`src/rtl/router_input_buffer.sv`:
```
// Per-port input FIFO for the mesh router: first-word-fall-through head flit,
// registered occupancy exported as a 3-bit congestion figure, sticky error flags.
module router_input_buffer #(
    parameter int unsigned DATA_W = 32,
    parameter int unsigned DEPTH  = 4,
    parameter int unsigned PTR_W  = 2
) (
    input  logic              clk,
    input  logic              rst_n,
    input  logic              in_valid,
    input  logic [DATA_W-1:0] in_data,
    output logic              in_ready,
    input  logic              pop,
    output logic              out_valid,
    output logic [DATA_W-1:0] out_data,
    output logic [2:0]        stress,
    output logic              err_overflow,
    output logic              err_underflow
);

    localparam int unsigned CNT_W = 3;

    logic [DATA_W-1:0] mem [DEPTH];
    logic [PTR_W-1:0]  wr_ptr;
    logic [PTR_W-1:0]  rd_ptr;
    logic [CNT_W-1:0]  count;
    logic              do_push;
    logic              do_pop;

    // Pointer increment with wrap at DEPTH-1; DEPTH need not be a power of two.
    function automatic logic [PTR_W-1:0] next_ptr(input logic [PTR_W-1:0] p);
        return (p == PTR_W'(DEPTH - 1)) ? '0 : p + PTR_W'(1);
    endfunction

    // Readiness and validity depend only on registered count, never on pop.
    assign in_ready  = (count != CNT_W'(DEPTH));
    assign out_valid = (count != '0);
    assign out_data  = mem[rd_ptr];
    assign stress    = count;

    assign do_push = in_valid & in_ready;
    assign do_pop  = pop & out_valid;

    always_ff @(posedge clk or negedge rst_n) begin
        if (!rst_n) begin
            for (int i = 0; i < int'(DEPTH); i++) begin
                mem[i] <= '0;
            end
        end else if (do_push) begin
            mem[wr_ptr] <= in_data;
        end
    end

    always_ff @(posedge clk or negedge rst_n) begin
        if (!rst_n) begin
            wr_ptr <= '0;
            rd_ptr <= '0;
            count  <= '0;
        end else begin
            if (do_push) begin
                wr_ptr <= next_ptr(wr_ptr);
            end
            if (do_pop) begin
                rd_ptr <= next_ptr(rd_ptr);
            end
            case ({do_push, do_pop})
                2'b10:   count <= count + CNT_W'(1);
                2'b01:   count <= count - CNT_W'(1);
                default: count <= count;
            endcase
        end
    end

    // Sticky error flags, cleared only by reset.
    always_ff @(posedge clk or negedge rst_n) begin
        if (!rst_n) begin
            err_overflow  <= 1'b0;
            err_underflow <= 1'b0;
        end else begin
            if (in_valid && !in_ready) begin
                err_overflow <= 1'b1;
            end
            if (pop && !out_valid) begin
                err_underflow <= 1'b1;
            end
        end
    end

endmodule

```
`config.mk`:
```
export PLATFORM = sky130hd
export DESIGN_NAME = router_input_buffer
export DESIGN_NICKNAME = d
export VERILOG_FILES = /design/src/rtl/router_input_buffer.sv
export SDC_FILE = /design/constraint.sdc
export NUM_CORES = 1
export LEC_CHECK = 0
export CAP_MARGIN = 20
export CORE_AREA = 2 2 90 113
export CTS_BUF_LIST = sky130_fd_sc_hd__clkbuf_8
export DETAILED_ROUTE_END_ITERATION = 10
export DIE_AREA = 0 0 92 115
export DONT_BUFFER_PORTS = 1
export GPL_TIMING_DRIVEN = 1
export PLACE_DENSITY = 0.82
export SLEW_MARGIN = 10
export SYNTH_ARGS = -nofsm -noshare
export SYNTH_HDL_FRONTEND = slang
export SYNTH_SLANG_ARGS = --single-unit
export TNS_END_PERCENT = 5
```
`constraint.sdc`:
```
create_clock -name clk -period 3.13 [get_ports clk]
set_input_delay 0.7825 -clock clk [delete_from_list [all_inputs] [get_ports clk]]
set_output_delay 0.7825 -clock clk [all_outputs]
set_load 0.05 [all_outputs]
```
# Yosys cells after proc, flatten, opt, wreduce, memory -nomap -nowiden
# Index checks and enable logic that the tools add are counted.
[word_totals]
regBits = 137
input_bits = 36
elab_cells = 41
[op_classes]
muxes = 9
bitwise_logic = 4
reduce_logical = 7
n_eq_ne = 5
add_sub_neg = 4
magnitude_cmp = 3
[ops]
columns = ["operator", "n"]
rows = [
  ["bitwise mux 128 bit", 1],
  ["two-way mux 32 bit", 3],
  ["binary-select mux 32 bit (select 2 bit)", 1],
  ["demux 32 bit (select 2 bit)", 1],
  ["equality test 2 bit (second input constant)", 3],
  [">= comparator 3 bit (second input constant)", 2],
  ["NOT 2 -> 3 bit", 2],
  ["one-hot mux 3 bit (2 select lines)", 1],
  ["adder 2 x 1 -> 2 bit (second input constant)", 2],
  ["two-way mux 2 bit", 2],
  ["adder 3 x 1 -> 3 bit (second input constant)", 1],
  ["logical AND 1 bit", 3],
  ["< comparator 3 x 1 -> 1 bit (second input constant)", 1],
  ["!= test 3 bit (second input constant)", 1],
  ["nonzero test 3 bit", 1],
  ["subtractor 3 x 1 -> 3 bit (second input constant)", 1],
  ["bitwise AND 1 bit", 2],
  ["equality test 2 x 1 -> 1 bit (second input constant)", 1],
  ["logical NOT 1 bit", 2],
  ["nonzero test 2 bit", 1],
]

# Longest topological paths before layout
[depth]
word_depth = 6
ltp_mapped = 9

# Worst setup path after synthesis
# Ideal clock, no wire load.
[synth_path]
path_kind = "flip-flop to flip-flop"
startpoint = "register count[0], in the netlist stress[0]"
endpoint = "register count[2], in the netlist stress[2]"
setup_slack_ns = 0.630
n_path_buf = 0
setup_time_ns = 0.082
arrival_ns = 2.418
stages_incl_launch_ff = 10
period_less_slack_ns = 2.500
required_time_ns = 3.048
cell_sequence = "dfrtp_1 or3_1 nand2_1 inv_1 ha_1 inv_1 fa_1 xor2_1 nor2_1 xor2_1"
[synth_via]
elab_chain_cells = 4
[synth_rtl]
columns = ["item", "line_no", "rtl"]
rows = [
  ["from (decl)", "26", "logic [CNT_W-1:0] count;"],
  ["from (signal assigned)", "67", "2'b10: count <= count + CNT_W'(1);"],
  ["from (signal assigned)", "68", "2'b01: count <= count - CNT_W'(1);"],
  ["from (signal assigned)", "69", "default: count <= count;"],
  ["nonzero test 3 bit *", "37", "assign out_valid = (count != '0);"],
  ["named net out_valid", "14", "output logic out_valid,"],
  ["bitwise AND 1 bit *", "42", "assign do_pop = pop & out_valid;"],
  ["named net do_pop", "28", "logic do_pop;"],
  ["equality test 2 x 1 -> 1 bit / equality test 2 bit (equally long branches)", "66", "case ({do_push, do_pop})"],
  ["one-hot mux 3 bit (2 select lines) / nonzero test 2 bit (equally long branches)", "n/a", ""],
]
# The timed path passes the listed nets; every way through them passes the cells marked *.
# A chain may end at the register's enable or synchronous reset.

# Final worst setup path
[layout_path]
startpoint = "register rd_ptr[0]"
endpoint = "output out_data[26]"
[layout_via]
elab_chain_cells = 4
[layout_rtl]
columns = ["item", "line_no", "rtl"]
rows = [
  ["from (decl)", "25", "logic [PTR_W-1:0] rd_ptr;"],
  ["from (signal assigned)", "64", "rd_ptr <= next_ptr(rd_ptr);"],
  ["NOT 2 -> 3 bit (implied by the code)", "38", "assign out_data = mem[rd_ptr];"],
  ["binary-select mux 32 bit (select 2 bit)", "38", ""],
  ["two-way mux 32 bit (implied by the code) (2 in series)", "38", ""],
  ["to (decl)", "15", "output logic [DATA_W-1:0] out_data,"],
]
# Every way passes these cells. The select of a mux whose other input is x is not followed.

==> impl_metrics.yaml <==
route:
  met3WireLength_um: 619
  vias: 3059
  uppermost_routed_layer: "met4"
  met2RoutedLength_um: 5680
  drtPass1Iterations: 4
  routed_via_density: 6.00
  met1Wirelength_um: 4460
  drcViolationCount: 0
  routedWlPerCell_um: 21.4
  first_iter_violations: 141
  detailed_route_wl_um: 10900
  ant_nets: 0
synth:
  synth.cells.most_frequent: "dfrtp_1 (137), mux2_2 (132), mux4_2 (32)"
  syn_area_um2: 6060
  syn-num-nets: 400
  yosys.cell_types.count: 20
  yosysTopAreaCell: "dfrtp_1"
  synthesis.instances: 357
  synth_top_area_share_pct: 56.6
  ys.flop_type: "dfrtp_1"
  yosysMostFrequentCell: "dfrtp_1"
  synth_seq_area_share_pct: 56.6
  synthTopCellsByArea: "dfrtp_1 (57%), mux2_2 (25%), mux4_2 (12%)"
  synth_area_per_cell_um2: 17.0
  postSynth.asyncResetShare_pct: 100
  number_of_storage_elements_in_the_synthesis_netlist: 137
  synth-edff-count: 0
  yosys_warnings: 0
final_layout:
  syn2layout_area_growth_pct: 10.8
  antenna-diode-count: 0
  num-nets-final: 414
  share_of_cells_above_drive_strength_1_pct: 54.9
setup_path:
  setup.worst_path.start_class: "flop"
  worst-path-max-fanout: 19
  criticalPathCategory: "reg2out"
  worstSetupEndpointType: "output port"
  r2r.worst_path.cells: 8
  cp.required_ps: 2350
  critPathArrivalTime_ps: 2050
floorplanning:
  fp.dieArea_um2: 10600
  num_io_pins: 75
  rows: 40
  die_x_um: 92
  floorplan.initialDensity_pct: 63.7
  die_h_um: 115
  core_area_um2: 9510
timing:
  finClkSkew_ps: 6.13
  minimum_period_implied_by_the_final_worst_setup_slack_ps: 2840
  setup_repair_after_global_routing_missed_its_margin: "no"
  timing.max_slew.rel_slack_pct: 58.6
  timing_worst_slew_pin_value_ps: 619
  finalSetupViolCount: 0
  final_min_period_over_clock_period_pct: 90.6
  hold_viol_final: 0
  fin_setup_tns_ps: 0
  final_max_slew_viol_count: 0
  maxClockFrequency_ghz: 0.352
grt:
  grt_antenna_before_repair: 0
  grt_overflow_total: 0
  grt.total_usage_pct: 22.6
  grt_start_max_net_pins: 127
  grt_pass1_vias: 3403
  wire_length_of_the_first_global_routing_pass_um: 17700
placed_design:
  gpl.final_weighted_congestion: 0.737
  post-dp-hpwl_um: 6750
  place.port_buffers: 0
cts:
  cts.path.max_buffers: 2
  clk_transition_reported_paths_ps: 70
  cts.sinks: 137
  numCtsBuffers: 17
  ctsHtreeMaxLevel: 4
  cts_tree: "done"
  clock_insertion_delay_at_the_later_pin_of_the_skew_report_ps: 440
  root_buffer: "clkbuf_8"
flow_run:
  cap_violations: 0
worst_hold_path:
  min-delay-path-class: "in2async"
run_status:
  run_status: "complete, no violations"
-- cell type report --
cell class,instances,area (um^2)
sequential,137,3430
fill,632,2790
multi-input combinational,192,2460
clock buffer,19,262
clock inverter,13,201
timing repair buffer,15,173
tap,126,158
inverter,8,30.0
-- logic make-up after synthesis --
family,synth area share [%]
AO/OA/AOI/OAI,0.248
XOR/XNOR,0.434
adder cells (fa/ha/maj),1.57
buffers and inverters,3.36
flip-flops,56.6
multiplexers,36.6
AND/OR/NAND/NOR,1.26
-- flip-flops by register name (all words and copies together) (netlist names) --
name / flops
err_overflow: 1
err_underflow: 1
mem: 128
rd_ptr: 2
stress: 3
wr_ptr: 2
-- worst paths after layout --
check | end | start | slack, ps
setup reg to reg | stress[2] | stress[1] | 580
max in group asynchronous | mem[79] | rst_n | 1930
min in group clk | err_overflow | in_valid | 470
hold reg to reg | mem[52] | mem[52] | 500
hold / removal | mem[101] | rst_n | 50
setup / recovery | out_data[26] | rd_ptr[0] | 290
-- cell usage in the layout, fill, tap and decap left out, types with 4 or more instances in the layout --
master and count:
buf_12 4, buf_4 7, bufinv_16 5, clkbuf_8 19, clkinvlp_4 4, dfrtp_1 136
dlygate4sd3_1 4, ha_1 6, inv_1 10, mux2_2 132, mux4_2 32, nand2_1 5
nor2_4 4
-- layer usage --
layer  up-vias  GRT usage (%)
met1      1635           27.5
met5         -              0
met2        72           36.9
met3        11           9.31
met4         0           8.46
li1       1341              -
-- per-stage QoR --
stage / util [%] / area (um^2) / hold WS [ps] / setup slack, ps / cells
floorplan: - / 6060 / 475 / 630 / 357
global placement: 65.1 / 6190 / 483 / 539 / 473
detailed placement: 65.1 / 6190 / 490 / 544 / 473
CTS: 70.1 / 6660 / 0.00344 / 50.7 / 506
global route: 70.6 / 6720 / 2.36 / 148 / 510
finish: 70.6 / 6720 / 47.5 / 293 / 510
-- critical path: stages (launching register included) --
cell and delay [ps]:
dfrtp_4 690, buf_12 240, mux4_2 690
-- what timing repair did --
| action | CTS | global route |
|---|---|---|
| hold buffers | 1 | 4 |
| resized for setup | 0 | 1 |
| endpoints found under the hold margin | 12 | 20 |
| setup buffers | 0 | 0 |
| setup endpoints to repair | 0 | 14 |
Power is not shown: default switching activity piles up to over one toggle a cycle in this logic, so the estimate is an artifact.
==> RTL change (config.mk and constraints unchanged) <==
The parameter `DEPTH` goes from 4 to 8.
--- a/src/rtl/router_input_buffer.sv
+++ b/src/rtl/router_input_buffer.sv
@@ -2,7 +2,7 @@
 // registered occupancy exported as a 3-bit congestion figure, sticky error flags.
 module router_input_buffer #(
     parameter int unsigned DATA_W = 32,
-    parameter int unsigned DEPTH  = 4,
+    parameter int unsigned DEPTH  = 8,
     parameter int unsigned PTR_W  = 2
 ) (
     input  logic              clk,
Behaviour: not the same (Yosys sat finds a counterexample within 4 cycles, from zero or initial values and one cycle with rst_n low).
==> RTL change against the unedited design <==
Sequential share of layout area up 1.6 points. Global-route usage shrank 1.1 points. Synthesized area is 1.3% higher. Synthesized cell count shrank 0.56%. Register-to-register slack better by 0.25 ns. Setup slack better by 0.17 ns. Final area shrank 3.0%. Non-clock buffer count shrank 11. Wire length fell by 4.7%. Sequential cell count unchanged.
Power is left out: the tool's default activity adds up to more than one toggle a clock period on the data nets, which glitch-free logic cannot reach.
==> RTL change: results (changes against the unedited design) <==
[yosys]
synth_cell_types=22  ; +10%
synthTopCellsByCount=137 x dfrtp_1, 121 x mux2_2, 32 x mux4_2
synth_area_leaders=dfrtp_1 56%, mux2_2 22%, mux4_2 12%
synth_xor_area_share_pct=0.428  ; -0.0055 points
synthArstFlopShare_pct=100  ; unchanged
synth_fa_ha_area_share_pct=1.55  ; -0.020 points
ys.warnings.count=0  ; unchanged
synth_compound_area_share_pct=0.693  ; +0.45 points
mappedNetlistNets=398  ; -0.50%
synthMuxAreaShare_pct=35.7  ; -0.83 points
netlist_instances=355  ; -0.56%
ys.flop_type=dfrtp_1
ys_seq_area_share_pct=55.8  ; -0.71 points

[routing]
drt_iter0_markers=125  ; -11%
met2WireLength_um=5310  ; -6.5%
viasPerCell=5.95  ; -0.84%
vias=2950  ; -3.6%
wl_met1_um=4470  ; +0.13%
first_pass_iters=4  ; unchanged
wl_met3_um=538  ; -13%
routed_wl_um=10400  ; -4.7%

[setup_path]
r2r_cells=8  ; unchanged
reg2reg_from=stress[0]
r2r_slack_ns=0.83  ; +0.25 ns
arrival_ns=1.88  ; -0.17 ns
rr_endpoint=stress[2]
path_max_fanout=21  ; +2
max_stage_delay_ns=0.73  ; +0.04 ns
crit_family=multiplexers
slowest_stage=mux4_2

[clock_tree]
insertion_delay_ns=0.42  ; -0.02 ns
clockRootBuffer=clkbuf_8
post_cts_resized=0  ; unchanged
cts_max_level=4  ; unchanged
max-clock-path-buffers=2  ; unchanged
cts.clk_slew.worst_paths_ns=0.08
postCtsSetupBuffers=0  ; unchanged
cts_buffers=17  ; unchanged

[place]
dpl.hpwl_um=6230  ; -7.6%
placed_cells=464  ; -1.9%
port_buffers=0  ; unchanged
place.gp.congestion=0.702  ; -4.9%
dpl_cell_area_um2=6080  ; -1.8%

[run_status]
outcome=finished, final reports clean

[global_route]
grt_pass1_wl_um=16900  ; -4.6%
grt_max_degree=138  ; +8.7%
antenna_found_initial=0  ; unchanged
grt_pass1_vias=3355  ; -1.4%
grt_usage_pct=21.5  ; -1.1 points

[finish]
largest-register=mem
diodes=0  ; unchanged
drive_above_1_share_pct=52.7  ; -2.2 points
nFillCells=651  ; +3.0%
largest_reg_flops=128  ; unchanged

[timing]
finalClockSkew_ns=0.00981  ; +0.00368 ns
maxSlewViolCount=0  ; unchanged
hold_ws_ns=0.0471  ; -0.000415 ns
maxSlewHeadroom_pct=59.9  ; +1.3 points

-- RTL change: cell type report --
class / count / area (um^2) / area share [%]
inverters: 8 / 30.0 / 0.461
clock buffers: 21 / 289 / 4.44
well taps: 126 / 158 / 2.42
flip-flops and latches: 137 / 3430 / 52.7
clock inverters: 11 / 144 / 2.21
multi-input cells: 189 / 2430 / 37.3
repair buffers: 4 / 30.0 / 0.461
-- RTL change: how the worst max path moves through the flow --
stage	cells past startpoint	slack (ns)	endpoint	from
after detailed placement	8	0.83	stress[2]	stress[0]
final	2	0.46	out_data[29]	rd_ptr[0]
after CTS	2	0.41	out_data[18]	rd_ptr[0]
after global routing	2	0.36	out_data[29]	rd_ptr[0]
after global placement	2	0.87	out_data[18]	rd_ptr[0]
after floorplan	10	0.65	stress[2]	stress[0]
-- RTL change: metal layers --
layer  GRT usage [%]  vias up
met1            27.4     1579
met3            7.01        6
li1                -     1304
met4            7.76        0
met2            35.2       61
met5               0        -
